## config.mk

```make
export PLATFORM = sky130hd
export DESIGN_NAME = seg_display_ctrl
export DESIGN_NICKNAME = d
export VERILOG_FILES = /design/src/rtl/seg_display_pkg.sv /design/src/rtl/hex_glyph.sv /design/src/rtl/seg_display_ctrl.sv
export SDC_FILE = /design/constraint.sdc
export NUM_CORES = 1
export LEC_CHECK = 0
export BUFFER_PORTS_ARGS = -buffer_cell sky130_fd_sc_hd__buf_2
export CAP_MARGIN = 0
export CORE_ASPECT_RATIO = 1.4
export CORE_MARGIN = 4
export CORE_UTILIZATION = 45
export CTS_CLUSTER_SIZE = 16
export DETAILED_ROUTE_END_ITERATION = 16
export PLACE_DENSITY_LB_ADDON = 0.15
export SYNTH_ARGS = -nofsm -noshare
export SYNTH_HDL_FRONTEND = slang
export SYNTH_SLANG_ARGS = --single-unit
export TNS_END_PERCENT = 10
```

## constraint.sdc

```tcl
create_clock -name clock -period 5.15 [get_ports clock]
set_clock_uncertainty 0.2 [all_clocks]
set_input_delay 1.03 -clock clock [delete_from_list [all_inputs] [get_ports clock]]
set_output_delay 1.03 -clock clock [all_outputs]
set_load 0.005 [all_outputs]
```

## src/rtl/seg_display_pkg.sv

```systemverilog
// Shared definitions for seg_display_ctrl: register select codes, CTRL layout
// and the active-low {g,f,e,d,c,b,a} hex glyph table.
package seg_display_pkg;

  typedef enum logic [2:0] {
    SEL_VALUE = 3'd0,
    SEL_BLANK = 3'd1,
    SEL_BLINK = 3'd2,
    SEL_CTRL  = 3'd3,
    SEL_DP    = 3'd4
  } wr_sel_e;

  localparam int CTRL_SHIFT_EN = 0;
  localparam int CTRL_BLINK_EN = 1;
  localparam int CTRL_LZS_EN   = 2;

  typedef struct packed {
    logic lzs_en;
    logic blink_en;
    logic shift_en;
  } ctrl_t;

  localparam logic [6:0] SEG_BLANK = 7'b1111111;

  localparam logic [6:0] GLYPH_TABLE [16] = '{
    7'b1000000,  // 0
    7'b1111001,  // 1
    7'b0100100,  // 2
    7'b0110000,  // 3
    7'b0011001,  // 4
    7'b0010010,  // 5
    7'b0000010,  // 6
    7'b1111000,  // 7
    7'b0000000,  // 8
    7'b0010000,  // 9
    7'b0001000,  // A
    7'b0000011,  // b
    7'b1000110,  // C
    7'b0100001,  // d
    7'b0000110,  // E
    7'b0001110   // F
  };

endpackage

```

## src/rtl/hex_glyph.sv

```systemverilog
// Combinational nibble to active-low seven-segment glyph; zero latency, no flow control.
module hex_glyph
  import seg_display_pkg::*;
(
  input  logic [3:0] nibble,
  output logic [6:0] glyph
);

  assign glyph = GLYPH_TABLE[nibble];

endmodule

```

## src/rtl/seg_display_ctrl.sv

```systemverilog
// Register-mapped NUM_DIGITS seven-segment driver; `define SEG_DP_EN adds the dp output.
// Register or blink-phase change reaches seg one edge later; no backpressure, writes and keys always accepted.
module seg_display_ctrl
  import seg_display_pkg::*;
#(
  parameter int NUM_DIGITS = 8,
  parameter int BLINK_DIV  = 25000000
) (
  input  logic                      clock,
  input  logic                      resetn,
  input  logic                      wr_en,
  input  logic [2:0]                wr_sel,
  input  logic [31:0]               wr_data,
  input  logic                      key_valid,
  input  logic [7:0]                key_data,
  output logic [4*NUM_DIGITS-1:0]   value_q,
`ifdef SEG_DP_EN
  output logic [NUM_DIGITS-1:0]     dp,
`endif
  output logic [7*NUM_DIGITS-1:0]   seg
);

  localparam int VW    = 4 * NUM_DIGITS;
  localparam int CNT_W = $clog2(BLINK_DIV);

  logic [VW-1:0]           value_r;
  logic [NUM_DIGITS-1:0]   blank_r;
  logic [NUM_DIGITS-1:0]   blink_r;
  ctrl_t                   ctrl_r;
  logic [CNT_W-1:0]        blink_cnt;
  logic                    blink_phase;
  logic [7*NUM_DIGITS-1:0] seg_r;

  logic                    value_wr;
  logic                    shift_fire;
  logic [VW+7:0]           shift_cat;
  logic [VW-1:0]           shifted;
  logic [6:0]              glyph [NUM_DIGITS];
  logic [NUM_DIGITS-1:0]   lz;
  logic [NUM_DIGITS-1:0]   blank_vec;
  logic                    hi_zero;
  logic [7*NUM_DIGITS-1:0] seg_next;

  assign value_wr   = wr_en && (wr_sel == SEL_VALUE);
  assign shift_fire = key_valid && ctrl_r.shift_en && !value_wr;

  // Concatenate-then-truncate covers NUM_DIGITS=1 (low nibble only) and 2 without special cases.
  assign shift_cat = {value_r, key_data};
  assign shifted   = shift_cat[VW-1:0];

  for (genvar g = 0; g < NUM_DIGITS; g++) begin : g_glyph
    hex_glyph u_glyph (
      .nibble (value_r[4*g +: 4]),
      .glyph  (glyph[g])
    );
  end

  always_comb begin
    hi_zero = 1'b1;
    lz      = '0;
    for (int i = NUM_DIGITS - 1; i >= 0; i--) begin
      hi_zero = hi_zero & (value_r[4*i +: 4] == 4'd0);
      lz[i]   = ctrl_r.lzs_en & (i > 0) & hi_zero;
    end
    blank_vec = blank_r | ({NUM_DIGITS{ctrl_r.blink_en & blink_phase}} & blink_r) | lz;
    seg_next  = '0;
    for (int i = 0; i < NUM_DIGITS; i++) begin
      seg_next[7*i +: 7] = blank_vec[i] ? SEG_BLANK : glyph[i];
    end
  end

  always_ff @(posedge clock) begin
    if (!resetn) begin
      value_r <= '0;
      blank_r <= '0;
      blink_r <= '0;
      ctrl_r  <= '0;
    end else begin
      if (shift_fire) value_r <= shifted;
      if (wr_en) begin
        case (wr_sel_e'(wr_sel))
          SEL_VALUE: value_r <= wr_data[VW-1:0];
          SEL_BLANK: blank_r <= wr_data[NUM_DIGITS-1:0];
          SEL_BLINK: blink_r <= wr_data[NUM_DIGITS-1:0];
          SEL_CTRL: begin
            ctrl_r.shift_en <= wr_data[CTRL_SHIFT_EN];
            ctrl_r.blink_en <= wr_data[CTRL_BLINK_EN];
            ctrl_r.lzs_en   <= wr_data[CTRL_LZS_EN];
          end
          default: ;
        endcase
      end
    end
  end

  // Timer free-runs so enabling blink later stays in step with other blink users.
  always_ff @(posedge clock) begin
    if (!resetn) begin
      blink_cnt   <= '0;
      blink_phase <= 1'b0;
    end else if (blink_cnt == CNT_W'(BLINK_DIV - 1)) begin
      blink_cnt   <= '0;
      blink_phase <= ~blink_phase;
    end else begin
      blink_cnt   <= blink_cnt + CNT_W'(1);
    end
  end

  always_ff @(posedge clock) begin
    if (!resetn) seg_r <= '1;
    else         seg_r <= seg_next;
  end

  assign seg     = seg_r;
  assign value_q = value_r;

`ifdef SEG_DP_EN
  logic [NUM_DIGITS-1:0] dp_r;
  logic [NUM_DIGITS-1:0] dp_out_r;

  always_ff @(posedge clock) begin
    if (!resetn) begin
      dp_r     <= '0;
      dp_out_r <= '1;
    end else begin
      if (wr_en && (wr_sel == SEL_DP)) dp_r <= wr_data[NUM_DIGITS-1:0];
      dp_out_r <= ~(dp_r & ~blank_vec);
    end
  end

  assign dp = dp_out_r;
`endif

endmodule

```

==> flow_summary.yaml, run 1 <==
timing:
  fin_crit_sh_pct: 53.5
  setup_viol: 0
  grt_setup_unrepaired: "false"
  fin_crit_ps: 2750
  report.final.slew_viol_count: 0
  worstMarginPinSlew_ps: 1090
  tns_ps: 0
  hold_viol: 0
  hold-worst-slack_ps: 278
  max_freq_ghz: 0.363
  setup_ws_ps: 2400
  relSlewSlack_pct: 27.1
setup_path:
  critPathMaxFanout: 7
  cp.buffers_inverters: 1
  setup.worst_path.class: "reg2reg"
  path_delay_family: "compound AO/OA/AOI/OAI gates"
  critPathSlowestCell: "a2111oi_2"
  slowest_delay_ps: 750
  ff2ff_path_depth: 6
  reg2reg_slack_ps: 2400
  worstSetupStartpoint: "value_q[24]"
  crit_path_end: "seg[31]"
  crit_arrival_ps: 2780
  crit_path_end_kind: "register"
  path_cells: "inv_1, ha_1, nor3b_1, and4_1, a2111oi_2, o311ai_0"
  worstReg2RegStart: "value_q[24]"
  path_depth: 6
  reg2reg_to: "seg[31]"
  setup.worst_path.start_class: "register"
  worstPathRequired_ps: 5180
power:
  netSwitchingPower_mw: 0.582
  powerDensity_nw_per_um2: 314
  clkPwrFrac_pct: 46.2
  pwr-share-comb_pct: 8.7
  ir_drop_mv: 0.177
  internal_power_mw: 1.91
  finalPower_mw: 2.49
  seqPwrFrac_pct: 45.1
  switching_share_pct: 23.3
  leakagePower_nw: 3.08
cells_and_area:
  areaGrowthSynthToFinish_pct: 19.5
  layout-drive-gt1-share_pct: 20.6
  fin_nets: 965
  antennaDiodeCount: 0
yosys:
  yosysSeqAreaShare_pct: 40.1
  ys.flop_type: "dfxtp_1"
  ys_warn_count: 0
  synth-seq-cells: 133
  synth-async-reset-ratio_pct: 0
  avgSynthCellArea_sq_um: 8.66
  synth_edf_count: 0
  ys_types: 50
  syn_inst: 767
  synthesis.nets: 857
  netlist_area_sq_um: 6640
run_status:
  status: "complete, no violations"
floorplanning:
  core_area_sq_um: 14400
  pin_count: 135
  die_area_sq_um: 16800
  die_y_um: 152
  initial_core_util_pct: 46.0
  rows: 52
  die_x_um: 111
routing:
  drt-wirelength-per-cell_um: 15.9
  via_per_inst: 5.60
  dr.pass1.iters: 4
  wl_um: 17000
  drc: 0
  detail-route-antenna-nets: 0
  dr.first_iter.drc_count: 364
  vias: 6018
clocking:
  htree_levels: 4
  clk_pin_slew_ps: 60
  clk_latency_ps: 410
  root_buffer: "clkbuf_16"
  cts_resized: 0
  cts_tree: "yes"
  cts_buffer_depth: 2
  numCtsBuffers: 17
  clock_sinks: 133
  ctsHoldBuffers: 0
  postCtsSetupBuffers: 0
grt:
  grt_max_degree: 65
  grt_pass1_wl_um: 27800
  grt-ovfl-total: 0
  grt_pass1_vias: 5631
  antenna_found_initial: 0
  grt_usage_pct: 20.1
place:
  gp_congestion: 0.852
  dp_slack_ps: 2090
  dp_hpwl_um: 12400
  port_buffers: 134
job:
  maxCapViolations: 0
min_path:
  worstHoldPathType: "reg2reg"
through the flow:
stage	utilization, %	instance area [sq um]	std cells
final	55.0	7940	1074
after global routing	55.0	7940	1074
after CTS	55.0	7940	1074
after detailed placement	51.1	7380	1045
after global placement	51.1	7380	1045
after floorplan	-	6640	767
power groups by stage:
stage	clock (mW)	sequential, mW	combinational [mW]
after global routing	1.21	1.13	0.244
after CTS	1.17	1.13	0.220
after global placement	0	1.15	0.214
after floorplan	0	1.13	0.127
after detailed placement	0	1.15	0.219
final	1.15	1.13	0.217
synthesized netlist by cell type (all sizes together), types with 9 or more instances:
library cell	instances	area (sq um)
o31ai	9	67.6
nand2b	18	113
o311ai	25	219
mux2i	22	220
nor2	86	323
a311oi	32	280
or4	12	95.1
ha	43	538
inv	34	128
a21oi	17	85.1
dfxtp	133	2660
o211ai	29	218
clkbuf	45	189
and3	9	56.3
nand3	56	285
o21ai	27	146
nand2	87	327
worst register-to-register path, delay by kind of cell (launching register included):
kind            cells  cell delay (ps)
simple gates        2              490
buf+inv             1              140
fa+ha+maj           1              270
flops               1              470
compound gates      2             1010
how the worst min path moves through the flow:
stage / startpoint / end / slack [ps] / depth (start not counted)
after floorplan: blink_cnt[0] / blink_cnt[0] / 240 / 1
after global placement: blink_cnt[0] / blink_cnt[0] / 260 / 1
after detailed placement: blink_cnt[0] / blink_cnt[0] / 270 / 1
after CTS: blink_cnt[0] / blink_cnt[0] / 280 / 1
after global routing: blink_r[3] / blink_r[3] / 320 / 2
final: blink_cnt[0] / blink_cnt[0] / 280 / 1
per-layer routing:
metal | track usage, % | share of wire [%] | wire [um]
met3 | 4.97 | 6.2 | 1050
met1 | 23.4 | 41 | 6970
met4 | 7.39 | 2.2 | 378
met5 | 0 | 0 | 0
met2 | 35.8 | 51 | 8640
logic make-up (layout without fill, tap and decap cells):
| logic type | Yosys count | in the layout | share of synthesized area [%] |
|---|---|---|---|
| and+or+nand+nor | 308 | 308 | 22.5 |
| muxes | 23 | 23 | 3.65 |
| DFF | 133 | 133 | 40.1 |
| buffers and inverters | 83 | 201 | 5.12 |
| AOI/OAI and AO/OA | 167 | 167 | 19.2 |
| adders and majority gates | 43 | 43 | 8.10 |
| xor gates and xnor gates | 10 | 10 | 1.32 |
registers in the layout (all words and copies together) (netlist names):
register     count
value_q         32
ctrl_r           3
blink_phase      1
blink_cnt       25
blink_r          8
seg             56
blank_r          8
layout by cell type (no fill, tap or decap), types with 6 or more instances in the layout:
master | synthesis | layout
ha_1 | 43 | 43
inv_1 | 34 | 33
mux2i_1 | 22 | 22
nand3_1 | 55 | 55
o211ai_1 | 29 | 29
a21o_1 | 7 | 7
o311ai_0 | 25 | 25
nand2_1 | 87 | 87
buf_2 | 1 | 134
clkbuf_16 | 0 | 17
o31ai_1 | 9 | 9
a21oi_1 | 17 | 17
dfxtp_1 | 133 | 133
a311oi_1 | 32 | 32
and2_1 | 6 | 6
and3_1 | 9 | 9
clkbuf_8 | 2 | 6
o21ai_0 | 26 | 26
or4_1 | 10 | 10
nand2b_1 | 18 | 18
nor2_1 | 86 | 86
xor2_1 | 6 | 6
or3_1 | 7 | 7
cell type report:
class / count / area, sq um
timing repair buffer: 138 / 701
fill: 1401 / 6500
multi-input combinational: 551 / 3650
tap: 189 / 236
sequential: 133 / 2660
clock inverter: 4 / 45.0
inverter: 34 / 128
clock buffer: 25 / 515
Note: power is estimated with default switching activity, not from simulation.
==> run 2: changes to the inputs <==
--- a/config.mk
+++ b/config.mk
@@ -5,6 +5,7 @@
 export SDC_FILE = /design/constraint.sdc
 export NUM_CORES = 1
 export LEC_CHECK = 0
+export ABC_AREA = 1
 export BUFFER_PORTS_ARGS = -buffer_cell sky130_fd_sc_hd__buf_2
 export CAP_MARGIN = 0
 export CORE_ASPECT_RATIO = 1.4
==> constraint.sdc (replaced) <==
create_clock -name clock -period 2.2 [get_ports clock]
set_clock_uncertainty 0.2 [all_clocks]
set_input_delay 0.44 -clock clock [delete_from_list [all_inputs] [get_ports clock]]
set_output_delay 0.44 -clock clock [all_outputs]
set_load 0.005 [all_outputs]
==> flow_summary.yaml, run 2 <==
power:
  leakagePower_nw: 3.53
  powerDensity_nw_per_um2: 780
  ir_drop_mv: 0.372
cells_and_area:
  final_cell_mix: "nor2_1, nand2_1, buf_2, dfxtp_1, inv_1"
  seq_area_sq_um: 2660
  layout-drive-gt1-share_pct: 20.9
  areaGrowthSynthToFinish_pct: 22.9
  final_common_cell: "nor2_1"
  largest_reg_flops: 56
  n_fill_cell: 1418
  fin_nets: 1142
  multiInputGateArea_sq_um: 3500
yosys:
  netlist.area_leader.share_pct: 39.9
  syn_inst: 909
  yosysSeqAreaShare_pct: 39.9
  yosysTopAreaCell: "dfxtp_1"
  avgSynthCellArea_sq_um: 7.35
  synth_edf_count: 0
  netlist_area_sq_um: 6680
  synthTopCellsByCount: "nor2_1, nand2_1, dfxtp_1"
  ys_warn_count: 0
  ys_types: 45
  synth_area_leaders: "dfxtp_1, nor2_1, ha_1, nand2_1, o21ai_0"
  synth-async-reset-ratio_pct: 0
  synthesis.nets: 999
  ys.flop_type: "dfxtp_1"
  yosysMostFrequentCell: "nor2_1"
  synth-seq-cells: 133
clocking:
  clock_sinks: 133
  cts_tree: "yes"
  postCtsSetupBuffers: 0
  ctsHoldBuffers: 0
  cts_buffer_depth: 2
  cts_resized: 0
  htree_levels: 4
  root_buffer: "clkbuf_16"
  clk_latency_ps: 420
  clk_pin_slew_ps: 60
  numCtsBuffers: 17
timing:
  worstMarginPinSlew_ps: 513
  fin_crit_sh_pct: 87.6
  report.final.slew_viol_count: 0
  relSlewSlack_pct: 65.7
  fin_crit_ps: 1930
  setup_viol: 0
  max_freq_ghz: 0.519
  grt_setup_unrepaired: "false"
  hold-worst-slack_ps: 86.4
  tns_ps: 0
  hold_viol: 0
grt:
  grt-ovfl-total: 0
  antenna_found_initial: 1
  grt_pass1_vias: 6234
  grt_usage_pct: 21.4
  grt_pass1_wl_um: 29500
  grt_max_degree: 26
setup_path:
  path_delay_family: "flip-flops"
  slowest_delay_ps: 520
  path_cells: "inv_1, ha_1, nand2_1, nor2_1, a21oi_2, o311ai_0"
  setup.worst_path.class: "reg2reg"
  setup.worst_path.start_class: "register"
  critPathMaxFanout: 7
  critPathSlowestCell: "dfxtp_1"
  worstPathRequired_ps: 2260
  cp.buffers_inverters: 1
  crit_path_end_kind: "register"
  crit_arrival_ps: 1990
floorplanning:
  initial_core_util_pct: 46.0
  pin_count: 135
  die_area_sq_um: 16900
  core_area_sq_um: 14500
  die_y_um: 152
  die_x_um: 111
  rows: 52
job:
  maxCapViolations: 0
routing:
  drc: 0
  detail-route-antenna-nets: 0
  dr.pass1.iters: 5
  drt-wirelength-per-cell_um: 14.3
  wl_um: 17900
  vias: 6455
  dr.first_iter.drc_count: 293
  via_per_inst: 5.14
place:
  gp_congestion: 0.896
  port_buffers: 134
  dp_hpwl_um: 13700
run_status:
  status: "complete, no violations"
min_path:
  worstHoldPathType: "in2reg"
==> run 2: through the flow <==
step	instances	util (%)	area, sq um	setup WS, ps	total power [mW]
finish	1255	56.6	8210	272	6.40
global route	1255	56.6	8210	99.7	6.69
CTS	1254	56.5	8200	241	6.48
detailed placement	1222	52.2	7580	208	3.49
global placement	1222	52.2	7580	229	3.49
floorplan	909	-	6680	577	3.16
==> run 2: layer usage <==
metal  vias to the layer above  wire length [um]  track usage (%)
met3                        30               810             4.89
met2                       162              9620             40.1
met4                         0               405             7.75
li1                       3283                 -                -
met5                         -                 0                0
met1                      2980              7100             23.2
==> run 2: final timing paths <==
path / start / end / slack [ps] / cells past startpoint
setup / recovery: value_q[20] / seg[36] / 270 / 6
hold / removal: key_data[6] / value_q[6] / 90 / 3
setup reg to reg: value_q[20] / seg[36] / 270 / 6
hold reg to reg: ctrl_r[1] / ctrl_r[1] / 250 / 2
==> run 2: worst register-to-register path, stage by stage, from the launching register on <==
cell and delay, ps:
dfxtp_1 520, inv_1 160, ha_1 240, nand2_1 90
nor2_1 80, a21oi_2 300, o311ai_0 190
==> run 2: area by class of cell <==
cell class	instances	area share (%)
clock buffer	20	5.44
inverter	91	4.16
multi-input combinational	653	42.7
sequential	133	32.4
tap	189	2.88
clock inverter	12	2.16
timing repair buffer	156	10.2
antenna	1	0.0305
==> run 2: power breakdown <==
part | total (mW) | leakage, nW | internal [mW] | switching (mW)
clock | 2.97 | 0.293 | 1.92 | 1.05
sequential | 2.67 | 1.10 | 2.57 | 0.0985
combinational | 0.765 | 2.14 | 0.321 | 0.444
==> run 2: cell families (layout without fill, tap and decap cells) <==
logic type | count (synthesis) | after routing | synth area share [%]
other cells | 0 | 1 | 0
xor+xnor | 10 | 10 | 1.31
compound gates | 170 | 170 | 14.8
flops | 133 | 133 | 39.9
buf+inv | 123 | 279 | 7.70
fa+ha+maj | 43 | 43 | 8.05
simple gates | 430 | 430 | 28.3
==> run 3: changes to the inputs <==
==> constraint.sdc (replaced) <==
create_clock -name clock -period 2.19 [get_ports clock]
set_clock_uncertainty 0.2 [all_clocks]
set_input_delay 0.438 -clock clock [delete_from_list [all_inputs] [get_ports clock]]
set_output_delay 0.438 -clock clock [all_outputs]
set_load 0.005 [all_outputs]
==> flow_summary.yaml, run 3 (synthesis gave the netlist of run 2 again) <==
run_status:
  status: "complete, no violations"
routing:
  detail-route-antenna-nets: 0
  dr.first_iter.drc_count: 330
  via_per_inst: 5.09
  wl_um: 17800
  vias: 6379
  drc: 0
  drt-wirelength-per-cell_um: 14.2
  dr.pass1.iters: 6
cells_and_area:
  seq_area_sq_um: 2660
  n_fill_cell: 1452
  fin_nets: 1142
  fin_area_sq_um: 8210
  multiInputGateArea_sq_um: 3500
  antennaDiodeCount: 0
  areaGrowthSynthToFinish_pct: 22.9
  largest_reg_flops: 56
  instances_no_fill: 1253
  final_cell_mix: "nor2_1, nand2_1, buf_2, dfxtp_1, inv_1"
  layout-drive-gt1-share_pct: 20.8
  final_common_cell: "nor2_1"
clocking:
  root_buffer: "clkbuf_16"
  htree_levels: 4
  cts_buffer_depth: 2
  clock_sinks: 133
  clk_latency_ps: 420
  ctsHoldBuffers: 0
  cts_tree: "yes"
  postCtsSetupBuffers: 0
  cts_resized: 0
  clk_pin_slew_ps: 60
  numCtsBuffers: 17
place:
  dp_hpwl_um: 13800
  gp_congestion: 0.902
  dpl-instance-area_sq_um: 7590
  port_buffers: 134
  dp.cells: 1222
setup_path:
  path_depth: 1
  worstPathRequired_ps: 1550
  ff2ff_path_depth: 6
  slowest_delay_ps: 620
  setup.worst_path.class: "reg2out"
  cp.buffers_inverters: 1
  path_cells: "buf_2"
  crit_arrival_ps: 1240
  path_delay_family: "flip-flops"
  critPathMaxFanout: 16
  setup.worst_path.start_class: "register"
  critPathSlowestCell: "dfxtp_1"
  crit_path_end_kind: "output port"
grt:
  grt_pass1_wl_um: 29100
  grt_usage_pct: 21.1
  grt-ovfl-total: 0
  antenna_found_initial: 0
  grt_pass1_vias: 6034
  grt_max_degree: 26
timing:
  fin_crit_sh_pct: 86.0
  hold_viol: 0
  fin_crit_ps: 1880
  setup_viol: 0
  report.final.slew_viol_count: 0
  hold-worst-slack_ps: 85.5
  max_freq_ghz: 0.531
  grt_setup_unrepaired: "false"
  worstMarginPinSlew_ps: 532
  relSlewSlack_pct: 64.4
  tns_ps: 0
power:
  powerDensity_nw_per_um2: 782
  leakagePower_nw: 3.54
  ir_drop_mv: 0.506
floorplanning:
  die_x_um: 111
  initial_core_util_pct: 46.0
  core_area_sq_um: 14500
  die_area_sq_um: 16900
  pin_count: 135
  die_y_um: 152
  rows: 52
min_path:
  worstHoldPathType: "in2reg"
  whs_path_depth: 3
job:
  maxCapViolations: 0
[run 3: changes by cell type in the layout (fill, tap and decap cells not counted), sizes merged]
cell,before,now
inv,91,90
clkbuf,20,22
clkinvlp,4,1
diode,1,0
clkinv,4,5
[run 3: path summary, 6_finish.rpt]
path / startpoint / to / slack [ps]
max: value_q[14] / value_q[14] / 310
min: key_data[6] / value_q[6] / 90
max reg2reg: value_q[20] / seg[36] / 310
min reg2reg: ctrl_r[1] / ctrl_r[1] / 250
[run 3: layout make-up]
type                    count  area share (%)
multi-input cells         653            42.7
flip-flops and latches    133            32.4
clock buffers              22            5.66
well taps                 189            2.88
inverters                  91            4.16
repair buffers            156            10.3
clock inverters             9            1.84
[run 3: per-layer routing]
metal	global-route usage [%]	routed length, um
met5	0	0
met4	7.98	312
met1	22.8	7040
met3	4.61	892
met2	39.7	9510
[run 3: power breakdown]
| part | switching [mW] | total, mW | internal, mW |
|---|---|---|---|
| combinational | 0.442 | 0.765 | 0.323 |
| sequential | 0.100 | 2.68 | 2.58 |
| clock | 1.02 | 2.97 | 1.95 |
[run 3: through the flow]
| step | setup slack [ps] | utilization [%] | power, mW |
|---|---|---|---|
| finish | 307 | 56.6 | 6.42 |
| global route | 146 | 56.6 | 6.70 |
| CTS | 264 | 56.6 | 6.48 |
| detailed placement | 279 | 52.3 | 3.50 |
| global placement | 313 | 52.3 | 3.50 |
| floorplan | 567 | - | 3.17 |
